**src/rtl/top_memory_access_pkg.sv**
```systemverilog
// Shared constants for the memory-access stage: decoded-op bit positions,
// FUNCT3 encodings, FSM state encoding and an access-width decode helper.
package top_memory_access_pkg;

   // Bit positions inside the decoded-op vector
   localparam int LOAD_BIT     = 3;
   localparam int STORE_BIT    = 4;
   localparam int FUNCT3_BIT_L = 0;
   localparam int FUNCT3_BIT_M = 2;

   // Load FUNCT3 encodings. Stores share the low-three encodings (SB=LB, SH=LH, SW=LW).
   localparam logic [2:0] FUNCT3_LB  = 3'b000;
   localparam logic [2:0] FUNCT3_LH  = 3'b001;
   localparam logic [2:0] FUNCT3_LW  = 3'b010;
   localparam logic [2:0] FUNCT3_LBU = 3'b100;
   localparam logic [2:0] FUNCT3_LHU = 3'b101;

   typedef enum logic [1:0] {
      MS_IDLE = 2'd0,
      MS_REQ  = 2'd1,
      MS_DONE = 2'd2
   } mem_state_e;

   typedef enum logic [1:0] {
      ACC_BYTE,
      ACC_HALF,
      ACC_WORD
   } access_size_e;

   // Any FUNCT3 that is not a byte or half encoding is handled as a word access
   function automatic access_size_e access_size(input logic [2:0] funct3);
      case (funct3)
         FUNCT3_LB, FUNCT3_LBU: return ACC_BYTE;
         FUNCT3_LH, FUNCT3_LHU: return ACC_HALF;
         FUNCT3_LW:             return ACC_WORD;
         default:               return ACC_WORD;
      endcase
   endfunction

endpackage

```
**src/rtl/top_memory_access_if.sv**
```systemverilog
// Data-memory bus: req/ack handshake with word address, byte enables and
// lane-replicated write data. The read word is valid in the ack cycle.
interface top_memory_access_if #(
   parameter int XLEN = 32
);
   logic            req;
   logic            we;
   logic [XLEN-1:0] addr;
   logic [3:0]      be;
   logic [XLEN-1:0] wdata;
   logic            ack;
   logic [XLEN-1:0] rdata;

   modport master (output req, we, addr, be, wdata, input ack, rdata);
   modport slave  (input req, we, addr, be, wdata, output ack, rdata);
endinterface

```
**src/rtl/top_memory_access_mem_lane_align.sv**
```systemverilog
// Byte-lane alignment for the memory stage: byte enables and replicated
// store data for stores, lane selection and sign/zero extension for loads.
// The misaligned flag is only reported when MEM_MISALIGN_TRAP_EN is defined;
// otherwise it is tied 0 and low address bits the width ignores are dropped.
module mem_lane_align
   import top_memory_access_pkg::*;
#(
   parameter int XLEN = 32
) (
   input  logic [2:0]      funct3,
   input  logic [1:0]      addr,
   input  logic [XLEN-1:0] rs2data,
   input  logic [XLEN-1:0] rdata,
   output logic [3:0]      be,
   output logic [XLEN-1:0] wdata,
   output logic [XLEN-1:0] load_data,
   output logic            misaligned
);

   access_size_e size;
   logic [7:0]   lane_byte;
   logic [15:0]  lane_half;
   logic         unsigned_load;

   assign size          = access_size(funct3);
   assign lane_byte     = rdata[{addr, 3'b000} +: 8];
   assign lane_half     = rdata[{addr[1], 4'b0000} +: 16];
   assign unsigned_load = funct3[2];

   // Lane steering per access width
   // NOTE: every output gets a default first so no path leaves one unassigned (no latches)
   always_comb begin
      be        = 4'b1111;
      wdata     = rs2data;
      load_data = rdata;
      case (size)
         ACC_BYTE: begin
            be        = 4'b0001 << addr;
            wdata     = {4{rs2data[7:0]}};
            load_data = {{(XLEN-8){lane_byte[7] & ~unsigned_load}}, lane_byte};
         end
         ACC_HALF: begin
            be        = 4'b0011 << {addr[1], 1'b0};
            wdata     = {2{rs2data[15:0]}};
            load_data = {{(XLEN-16){lane_half[15] & ~unsigned_load}}, lane_half};
         end
         default: begin
            be        = 4'b1111;
            wdata     = rs2data;
            load_data = rdata;
         end
      endcase
   end

`ifdef MEM_MISALIGN_TRAP_EN
   assign misaligned = ((size == ACC_HALF) && addr[0]) ||
                       ((size == ACC_WORD) && (addr != 2'b00));
`else
   assign misaligned = 1'b0;
`endif

endmodule

```
**src/rtl/top_memory_access.sv**
```systemverilog
// Memory-access stage of the multi-cycle RV32I core. Runs loads/stores on the
// data-memory bus (IDLE -> REQ -> DONE), latches writeback results (*_mw) and
// raises stall_memory while a bus access is outstanding.
// Optional feature macro: MEM_MISALIGN_TRAP_EN (misaligned accesses skip the
// bus, go IDLE -> DONE and latch misalign_mw=1 with the faulting address).
module top_memory_access
   import top_memory_access_pkg::*;
#(
   parameter int XLEN  = 32,
   parameter int OPLEN = 16
) (
   input  logic             clk,
   input  logic             rst_n,
   input  logic             phase_memory,
   input  logic [OPLEN-1:0] decoded_op_em,
   input  logic [XLEN-1:0]  alu_out_em,
   input  logic [XLEN-1:0]  rs2data_em,
   input  logic [4:0]       rdsel_em,
   input  logic [XLEN-1:0]  curr_pc_em,
   input  logic             jump_state_em,
   top_memory_access_if.master dmem,
   output logic [XLEN-1:0]  rd_data_mw,
   output logic [4:0]       rdsel_mw,
   output logic [OPLEN-1:0] decoded_op_mw,
   output logic [XLEN-1:0]  curr_pc_mw,
   output logic [XLEN-1:0]  alu_out_mw,
   output logic             jump_state_mw,
   output logic             misalign_mw,
   output logic             stall_memory
);

   mem_state_e      state;
   mem_state_e      state_next;

   logic            is_load;
   logic            is_store;
   logic            is_mem;
   logic [2:0]      funct3;

   logic [3:0]      lane_be;
   logic [XLEN-1:0] lane_wdata;
   logic [XLEN-1:0] load_data;
   logic            misaligned;

   logic            latch_en;
   logic            latch_misalign;
   logic [XLEN-1:0] latch_data;

   assign is_load  = decoded_op_em[LOAD_BIT];
   assign is_store = decoded_op_em[STORE_BIT];
   assign is_mem   = is_load | is_store;
   assign funct3   = decoded_op_em[FUNCT3_BIT_M:FUNCT3_BIT_L];

   mem_lane_align #(.XLEN(XLEN)) u_lane_align (
      .funct3     (funct3),
      .addr       (alu_out_em[1:0]),
      .rs2data    (rs2data_em),
      .rdata      (dmem.rdata),
      .be         (lane_be),
      .wdata      (lane_wdata),
      .load_data  (load_data),
      .misaligned (misaligned)
   );

   // FSM state register; reset drops straight back to IDLE, which also drops req
   // NOTE: sequential state uses non-blocking assignments so all flops update together
   always_ff @(posedge clk or negedge rst_n) begin
      if (!rst_n) state <= MS_IDLE;
      else        state <= state_next;
   end

   // Next state, bus drive, stall and writeback-latch control
   always_comb begin
      state_next     = state;
      stall_memory   = 1'b0;
      dmem.req       = 1'b0;
      dmem.we        = 1'b0;
      dmem.addr      = '0;
      dmem.be        = 4'b0000;
      dmem.wdata     = '0;
      latch_en       = 1'b0;
      latch_misalign = 1'b0;
      latch_data     = alu_out_em;
      case (state)
         MS_IDLE: begin
            if (phase_memory) begin
               if (is_mem) begin
                  stall_memory = 1'b1;
                  if (misaligned) begin
                     // Trap: no bus access, record the faulting address
                     latch_en       = 1'b1;
                     latch_misalign = 1'b1;
                     state_next     = MS_DONE;
                  end else begin
                     state_next = MS_REQ;
                  end
               end else begin
                  latch_en = 1'b1;
               end
            end
         end
         MS_REQ: begin
            // *_em inputs are held stable by the stall, so the bus is driven from them
            dmem.req     = 1'b1;
            dmem.we      = is_store;
            dmem.addr    = {alu_out_em[XLEN-1:2], 2'b00};
            dmem.be      = lane_be;
            dmem.wdata   = lane_wdata;
            stall_memory = 1'b1;
            if (dmem.ack) begin
               latch_en   = 1'b1;
               latch_data = is_load ? load_data : alu_out_em;
               state_next = MS_DONE;
            end
         end
         MS_DONE: state_next = MS_IDLE;
         default: state_next = MS_IDLE;
      endcase
   end

   // Writeback latch: captures the stage results whenever the FSM signals an update
   always_ff @(posedge clk or negedge rst_n) begin
      if (!rst_n) begin
         rd_data_mw    <= '0;
         rdsel_mw      <= '0;
         decoded_op_mw <= '0;
         curr_pc_mw    <= '0;
         alu_out_mw    <= '0;
         jump_state_mw <= 1'b0;
         misalign_mw   <= 1'b0;
      end else if (latch_en) begin
         rd_data_mw    <= latch_data;
         rdsel_mw      <= rdsel_em;
         decoded_op_mw <= decoded_op_em;
         curr_pc_mw    <= curr_pc_em;
         alu_out_mw    <= alu_out_em;
         jump_state_mw <= jump_state_em;
         misalign_mw   <= latch_misalign;
      end
   end

endmodule

```
**src/flat_wrapper.sv**
```systemverilog
// flat-port wrapper written by rule: the top's interface ports become plain ports
module top_memory_access_flat import top_memory_access_pkg::*;
#(
   parameter int XLEN  = 32,
   parameter int OPLEN = 16
)
  (clk, rst_n, phase_memory, decoded_op_em, alu_out_em, rs2data_em, rdsel_em, curr_pc_em, jump_state_em, rd_data_mw, rdsel_mw, decoded_op_mw, curr_pc_mw, alu_out_mw, jump_state_mw, misalign_mw, stall_memory, dmem_req, dmem_we, dmem_addr, dmem_be, dmem_wdata, dmem_ack, dmem_rdata);
  top_memory_access_if #(.XLEN(XLEN)) dmem_i ();
  input  logic clk;
  input  logic rst_n;
  input  logic phase_memory;
  input  logic [OPLEN-1:0] decoded_op_em;
  input  logic [XLEN-1:0] alu_out_em;
  input  logic [XLEN-1:0] rs2data_em;
  input  logic [4:0] rdsel_em;
  input  logic [XLEN-1:0] curr_pc_em;
  input  logic jump_state_em;
  output logic [XLEN-1:0] rd_data_mw;
  output logic [4:0] rdsel_mw;
  output logic [OPLEN-1:0] decoded_op_mw;
  output logic [XLEN-1:0] curr_pc_mw;
  output logic [XLEN-1:0] alu_out_mw;
  output logic jump_state_mw;
  output logic misalign_mw;
  output logic stall_memory;
  output wire logic [$bits(dmem_i.req)-1:0] dmem_req;
  output wire logic [$bits(dmem_i.we)-1:0] dmem_we;
  output wire logic [$bits(dmem_i.addr)-1:0] dmem_addr;
  output wire logic [$bits(dmem_i.be)-1:0] dmem_be;
  output wire logic [$bits(dmem_i.wdata)-1:0] dmem_wdata;
  input wire logic [$bits(dmem_i.ack)-1:0] dmem_ack;
  input wire logic [$bits(dmem_i.rdata)-1:0] dmem_rdata;
  assign dmem_req = dmem_i.req;
  assign dmem_we = dmem_i.we;
  assign dmem_addr = dmem_i.addr;
  assign dmem_be = dmem_i.be;
  assign dmem_wdata = dmem_i.wdata;
  assign dmem_i.ack = dmem_ack;
  assign dmem_i.rdata = dmem_rdata;
  top_memory_access #(.XLEN(XLEN), .OPLEN(OPLEN)) u_core (.clk(clk), .rst_n(rst_n), .phase_memory(phase_memory), .decoded_op_em(decoded_op_em), .alu_out_em(alu_out_em), .rs2data_em(rs2data_em), .rdsel_em(rdsel_em), .curr_pc_em(curr_pc_em), .jump_state_em(jump_state_em), .dmem(dmem_i), .rd_data_mw(rd_data_mw), .rdsel_mw(rdsel_mw), .decoded_op_mw(decoded_op_mw), .curr_pc_mw(curr_pc_mw), .alu_out_mw(alu_out_mw), .jump_state_mw(jump_state_mw), .misalign_mw(misalign_mw), .stall_memory(stall_memory));
endmodule
```
**config.mk**
```make
export PLATFORM = sky130hd
export DESIGN_NAME = top_memory_access_flat
export DESIGN_NICKNAME = d
export VERILOG_FILES = /design/src/rtl/top_memory_access_pkg.sv /design/src/rtl/top_memory_access_if.sv /design/src/rtl/top_memory_access_mem_lane_align.sv /design/src/rtl/top_memory_access.sv /design/src/flat_wrapper.sv
export SDC_FILE = /design/constraint.sdc
export NUM_CORES = 1
export LEC_CHECK = 0
export ABC_AREA = 1
export CAP_MARGIN = 25
export CELL_PAD_IN_SITES_DETAIL_PLACEMENT = 0
export CELL_PAD_IN_SITES_GLOBAL_PLACEMENT = 1
export CORE_AREA = 2 2 135 137
export CTS_CLUSTER_DIAMETER = 150
export DETAILED_ROUTE_END_ITERATION = 12
export DIE_AREA = 0 0 137 139
export DONT_BUFFER_PORTS = 1
export PLACE_DENSITY = 0.77
export REMOVE_ABC_BUFFERS = 1
export SYNTH_ARGS = -nofsm -noshare
export SYNTH_HDL_FRONTEND = slang
export SYNTH_SLANG_ARGS = --single-unit
```
**constraint.sdc**
```tcl
create_clock -name clk -period 1.7 [get_ports clk]
set_input_delay 0.085 -clock clk [delete_from_list [all_inputs] [get_ports clk]]
set_output_delay 0.085 -clock clk [all_outputs]
set_load 0.01 [all_outputs]
```
# After elaboration in Yosys (flattened, before gate mapping)
# Cells that the tools add are included.
[classes] n_bitwise=4 n_reduce_logical=6 muxes=23 n_shift=4 eq_ne=8
[ops] op="$mux 32" n=5
[ops] op="$pmux 32 s2" n=2
[ops] op="$shiftx 32x6->16" n=1
[ops] op="$shiftx 32x6->8" n=1
[ops] op="$pmux 2 s2" n=2
[ops] op="$pmux 4 s2" n=1
[ops] op="$mux 1" n=7
[ops] op="$eq 3x3->1 const B" n=2
[ops] op="$mux 2" n=3
[ops] op="$eq 2x1->1 const B" n=2
[ops] op="$logic_not 2->1" n=2
[ops] op="$mux 4" n=1
[ops] op="$ne 2x2->1 const B" n=2
[ops] op="$pmux 1 s2" n=2
[ops] op="$reduce_or 2->1" n=2
[ops] op="$shl 1x2->4 const A" n=1
[ops] op="$shl 2x2->4 const A" n=1
[ops] op="$eq 3x1->1 const B" n=1
[ops] op="$logic_not 3->1" n=1
[ops] op="$reduce_and 3->1" n=1
[ops] op="$and 1x1->1" n=2
[ops] op="$ne 2x1->1 const B" n=1
[ops] op="$not 1->1" n=1
[ops] op="$or 1x1->1" n=1
[word_totals] inputBits=154 word_cells=52 reg_bits=120

# Logic depth before layout (Yosys ltp)
[depth] ltp_word=8 mapped_depth=12 depth_no_buf=10

# By module
# Synthesis repeated with hierarchy kept, for this count alone.
[hier_totals] hier_cells=1025 hier_area_um2=6974.2
[by_module_without_submodules] mod="top_memory_access" cells_per_inst=790 seq_area_each_um2=3027.9 n_inst=1 area_per_inst_um2=5824.3
[by_module_without_submodules] mod="mem_lane_align" cells_per_inst=235 seq_area_each_um2=0.0 n_inst=1 area_per_inst_um2=1149.9

# Worst setup path after synthesis
# OpenSTA, ideal clock, no wires.
[synth_timing] path_kind="register -> output" startpoint="register u_core.state[1]" endpoint="output dmem_wdata[30]" setup_slack_ps=311 stages_incl_launch_ff=8 t_arrival_ps=1304 required_time_ps=1615 path_buffers=2 cell_sequence="dfrtp_1 -> inv_2 -> nand2_2 -> buf_6 -> inv_4 -> clkbuf_1 -> o21ai_0 -> nor2_1"
[synth_between] elab_chain_len=2
[synth_lines] element="start, declared" line_no="top_memory_access.sv:32" rtl="mem_state_e state;"
[synth_lines] element="start signal, assigned" line_no="top_memory_access.sv:69" rtl="else state <= state_next;"
[synth_lines] element="$eq 2x1->1" line_no="top_memory_access.sv:84" rtl="case (state)"
[synth_lines] element="$mux 32" line_no="top_memory_access.sv:84"
[synth_lines] element="end, declared" line_no="flat_wrapper.sv:30" rtl="output wire logic [$bits(dmem_i.wdata)-1:0] dmem_wdata;"
# No other way between the ends.

# Worst setup path in the final report
[layout_timing] startpoint="register u_core.state[1]" endpoint="output dmem_be[0]"
[layout_between] elab_chain_len=2
[layout_lines] element="$eq 2x1->1" line_no="top_memory_access.sv:84"
[layout_lines] element="$mux 4" line_no="top_memory_access.sv:84"
[layout_lines] element="end, declared" line_no="flat_wrapper.sv:29" rtl="output wire logic [$bits(dmem_i.be)-1:0] dmem_be;"
# No other way between the ends.

==> results_dict.tcl <==
set metrics [dict create \
    numCtsBuffers 17 \
    grt_use_total 0.2382 \
    ir_drop_mv 0.6394 \
    syn_avg_cell_area_um2 7.071 \
    totalWireLength_um 23170 \
    h-tree-depth 4 \
    drc 0 \
    io_buffers 0 \
    synth.largest_area_cell "dfrtp_1" \
    grt_pass1_vias 5958 \
    hpwlAfterDp_um 15260 \
    finalNetCount 1159 \
    netlist_area_mm2 0.006123 \
    yosys_warnings 0 \
    root_buffer "clkbuf_16" \
    critPathKind "reg -> out" \
    ys_seq_elements 120 \
    clk_pin_slew_ps 60 \
    synthFlopType "dfrtp_1" \
    use_met3 0.06469 \
    p_total_mw 11.94 \
    initial_core_util 0.3468 \
    core_mm2 0.01766 \
    synthArstFlopShare 1.000 \
    area_delta_synth_final_pct 38.09 \
    required_ps 1620 \
    synth_most_common_cell "nand2_1" \
    yosysUniqueCellTypes 25 \
    vias 6119 \
    hp-class "in -> async" \
    ctsHoldBuffers 135 \
    grt_max_degree 121 \
    dieArea_mm2 0.01904 \
    cellPowerDensity_mw_per_mm2 1412 \
    critPathCaptureType "output pin" \
    grt_busiest_layer "met2" \
    drv_slew 0 \
    grtUsageMet1 0.2866 \
    cts_sinks 120 \
    outcome "finished, violations left" \
    path_max_fanout 25 \
    viasPerCell 4.907 \
    initialDrtViolationCount 343 \
    boundaryPins 344 \
    antenna_found_initial 1 \
    synth_area_leaders "dfrtp_1, nand2_1, nor2_1" \
    grt_pass1_wl_um 34440 \
    ys_seq_area_frac 0.4904 \
    die_w_um 137 \
    rsz0062_at_grt "true" \
    setup_viol 0 \
    die_y_um 139 \
    overflow 0 \
    drive_gt1_frac 0.08055 \
    antenna_left 0 \
    p_leak_nw 4.418 \
    hold_ws_ps -629.6 \
    skew_ps 9.406 \
    synthTopCellsByCount "nand2_1, dfrtp_1, nor2_1, inv_1, nand3_1" \
    use_met2 0.4142 \
    wl_per_cell_um 18.58 \
    dp_slack_ps 198.5 \
    fmax_ghz 0.6088 \
    violations "negative hold slack" \
    synthCells 866 \
    worstSkewPairLatency_ps 420 \
    post-route-period-util 0.9662 \
    critPathArrivalTime_ps 1560 \
    cts_tree "yes" \
    cts_buffer_depth 2 \
    hold_viol 120 \
    place_congestion 0.8342 \
    firstDrtPassIters 7 \
    finalCriticalPeriod_ps 1642 \
    synth-edff-count 0 \
    worst_slack_ps 57.53 \
    cp-start-kind "flip-flop" \
    maxCapViolCount 0 \
    num_rows 49 \
    synth_top_area_frac 0.4904 \
    n_antenna_cell 0 \
]
[cells by family (layout without fill, tap and decap cells)]
kind of cell	after synthesis	after routing	synth area share
AO/OA/AOI/OAI	86	86	0.07601
buffers and inverters	131	281	0.09624
flip-flops	120	120	0.4904
other	1	3	0.0006124
AND/OR/NAND/NOR	528	528	0.3367
[registers in the layout (all words and copies together), names as in the netlist]
name                  flops
u_core.alu_out_mw        32
u_core.curr_pc_mw        32
u_core.decoded_op_mw     16
u_core.jump_state_mw      1
u_core.rd_data_mw        32
u_core.rdsel_mw           5
u_core.state              2
[cells in the final DEF (no fill, tap or decap), types with 3 or more instances in the layout]
cell type / synthesis / layout
a21oi_1: 9 / 7
buf_12: 0 / 7
buf_4: 9 / 23
clkbuf_16: 0 / 18
clkinv_2: 0 / 4
clkinv_4: 0 / 4
conb_1: 1 / 3
dfrtp_1: 120 / 120
dlygate4sd3_1: 0 / 135
inv_1: 78 / 78
inv_6: 0 / 4
nand2_1: 387 / 387
nand3_1: 40 / 40
nor2_1: 89 / 88
nor2_2: 3 / 3
o211ai_1: 5 / 5
o21ai_0: 38 / 32
o21ai_1: 19 / 23
o22ai_1: 13 / 13
[area by class of cell]
class,instances,area [um^2]
Inverter,82,315.3
Tap cell,229,286.5
Fill cell,1732,9201
Multi-Input combinational cell,617,2595
Clock buffer,18,429.2
Sequential cell,120,3003
Timing Repair Buffer,167,1700
Clock inverter,14,126.4
[power breakdown]
group	switching [mW]	internal (mW)	leakage, nW
clock network	1.40	2.02	0.271
registers	1.55	4.07	1.48
logic	1.69	1.20	2.67
[worst paths after layout]
check / slack, ps / depth (start not counted) / end / from
min: -630 / 0 / u_core.curr_pc_mw[3]$_DFFE_PN0P_ / rst_n
max reg2reg: 160 / 11 / u_core.rd_data_mw[11]$_DFFE_PN0P_ / u_core.state[1]$_DFFE_PN0P_
max: 60 / 6 / dmem_be[0] / u_core.state[1]$_DFFE_PN0P_
min reg2reg: 540 / 2 / u_core.curr_pc_mw[13]$_DFFE_PN0P_ / u_core.curr_pc_mw[13]$_DFFE_PN0P_
max in group asynchronous: 2170 / 0 / u_core.rd_data_mw[1]$_DFFE_PN0P_ / rst_n
min in group clk: 20 / 6 / u_core.rd_data_mw[1]$_DFFE_PN0P_ / dmem_rdata[17]
[worst max-delay path, stage by stage, from the launching register on]
cell     delay [ps]
dfrtp_1         370
inv_2            90
nand2_4          90
buf_12          170
nor3_4          190
buf_6           120
buf_4           110
[repair_timing]
action	4_1_cts	5_1_grt
gates resized for setup	7	17
cloned	0	1
pin swaps	1	5
endpoints found under the hold margin	238	120
buffers inserted	0	1
setup endpoints to repair	22	41
[per-layer routing]
metal,wire (um),vias up
li1,-,2935
met5,0,-
met3,2095,25
met4,339,0
met2,11790,287
met1,8939,2872
[through the flow]
stage,TNS (ps),util,std cells,cell area (um^2)
finish,0,0.4789,1247,8456
global route,-9.757,0.4789,1247,8456
detailed placement,0,0.3647,1078,6439
global placement,0,0.3647,1078,6439
floorplan,-174690,-,819,5852
CTS,0,0.4741,1245,8371
(Power assumes the default switching activity.)
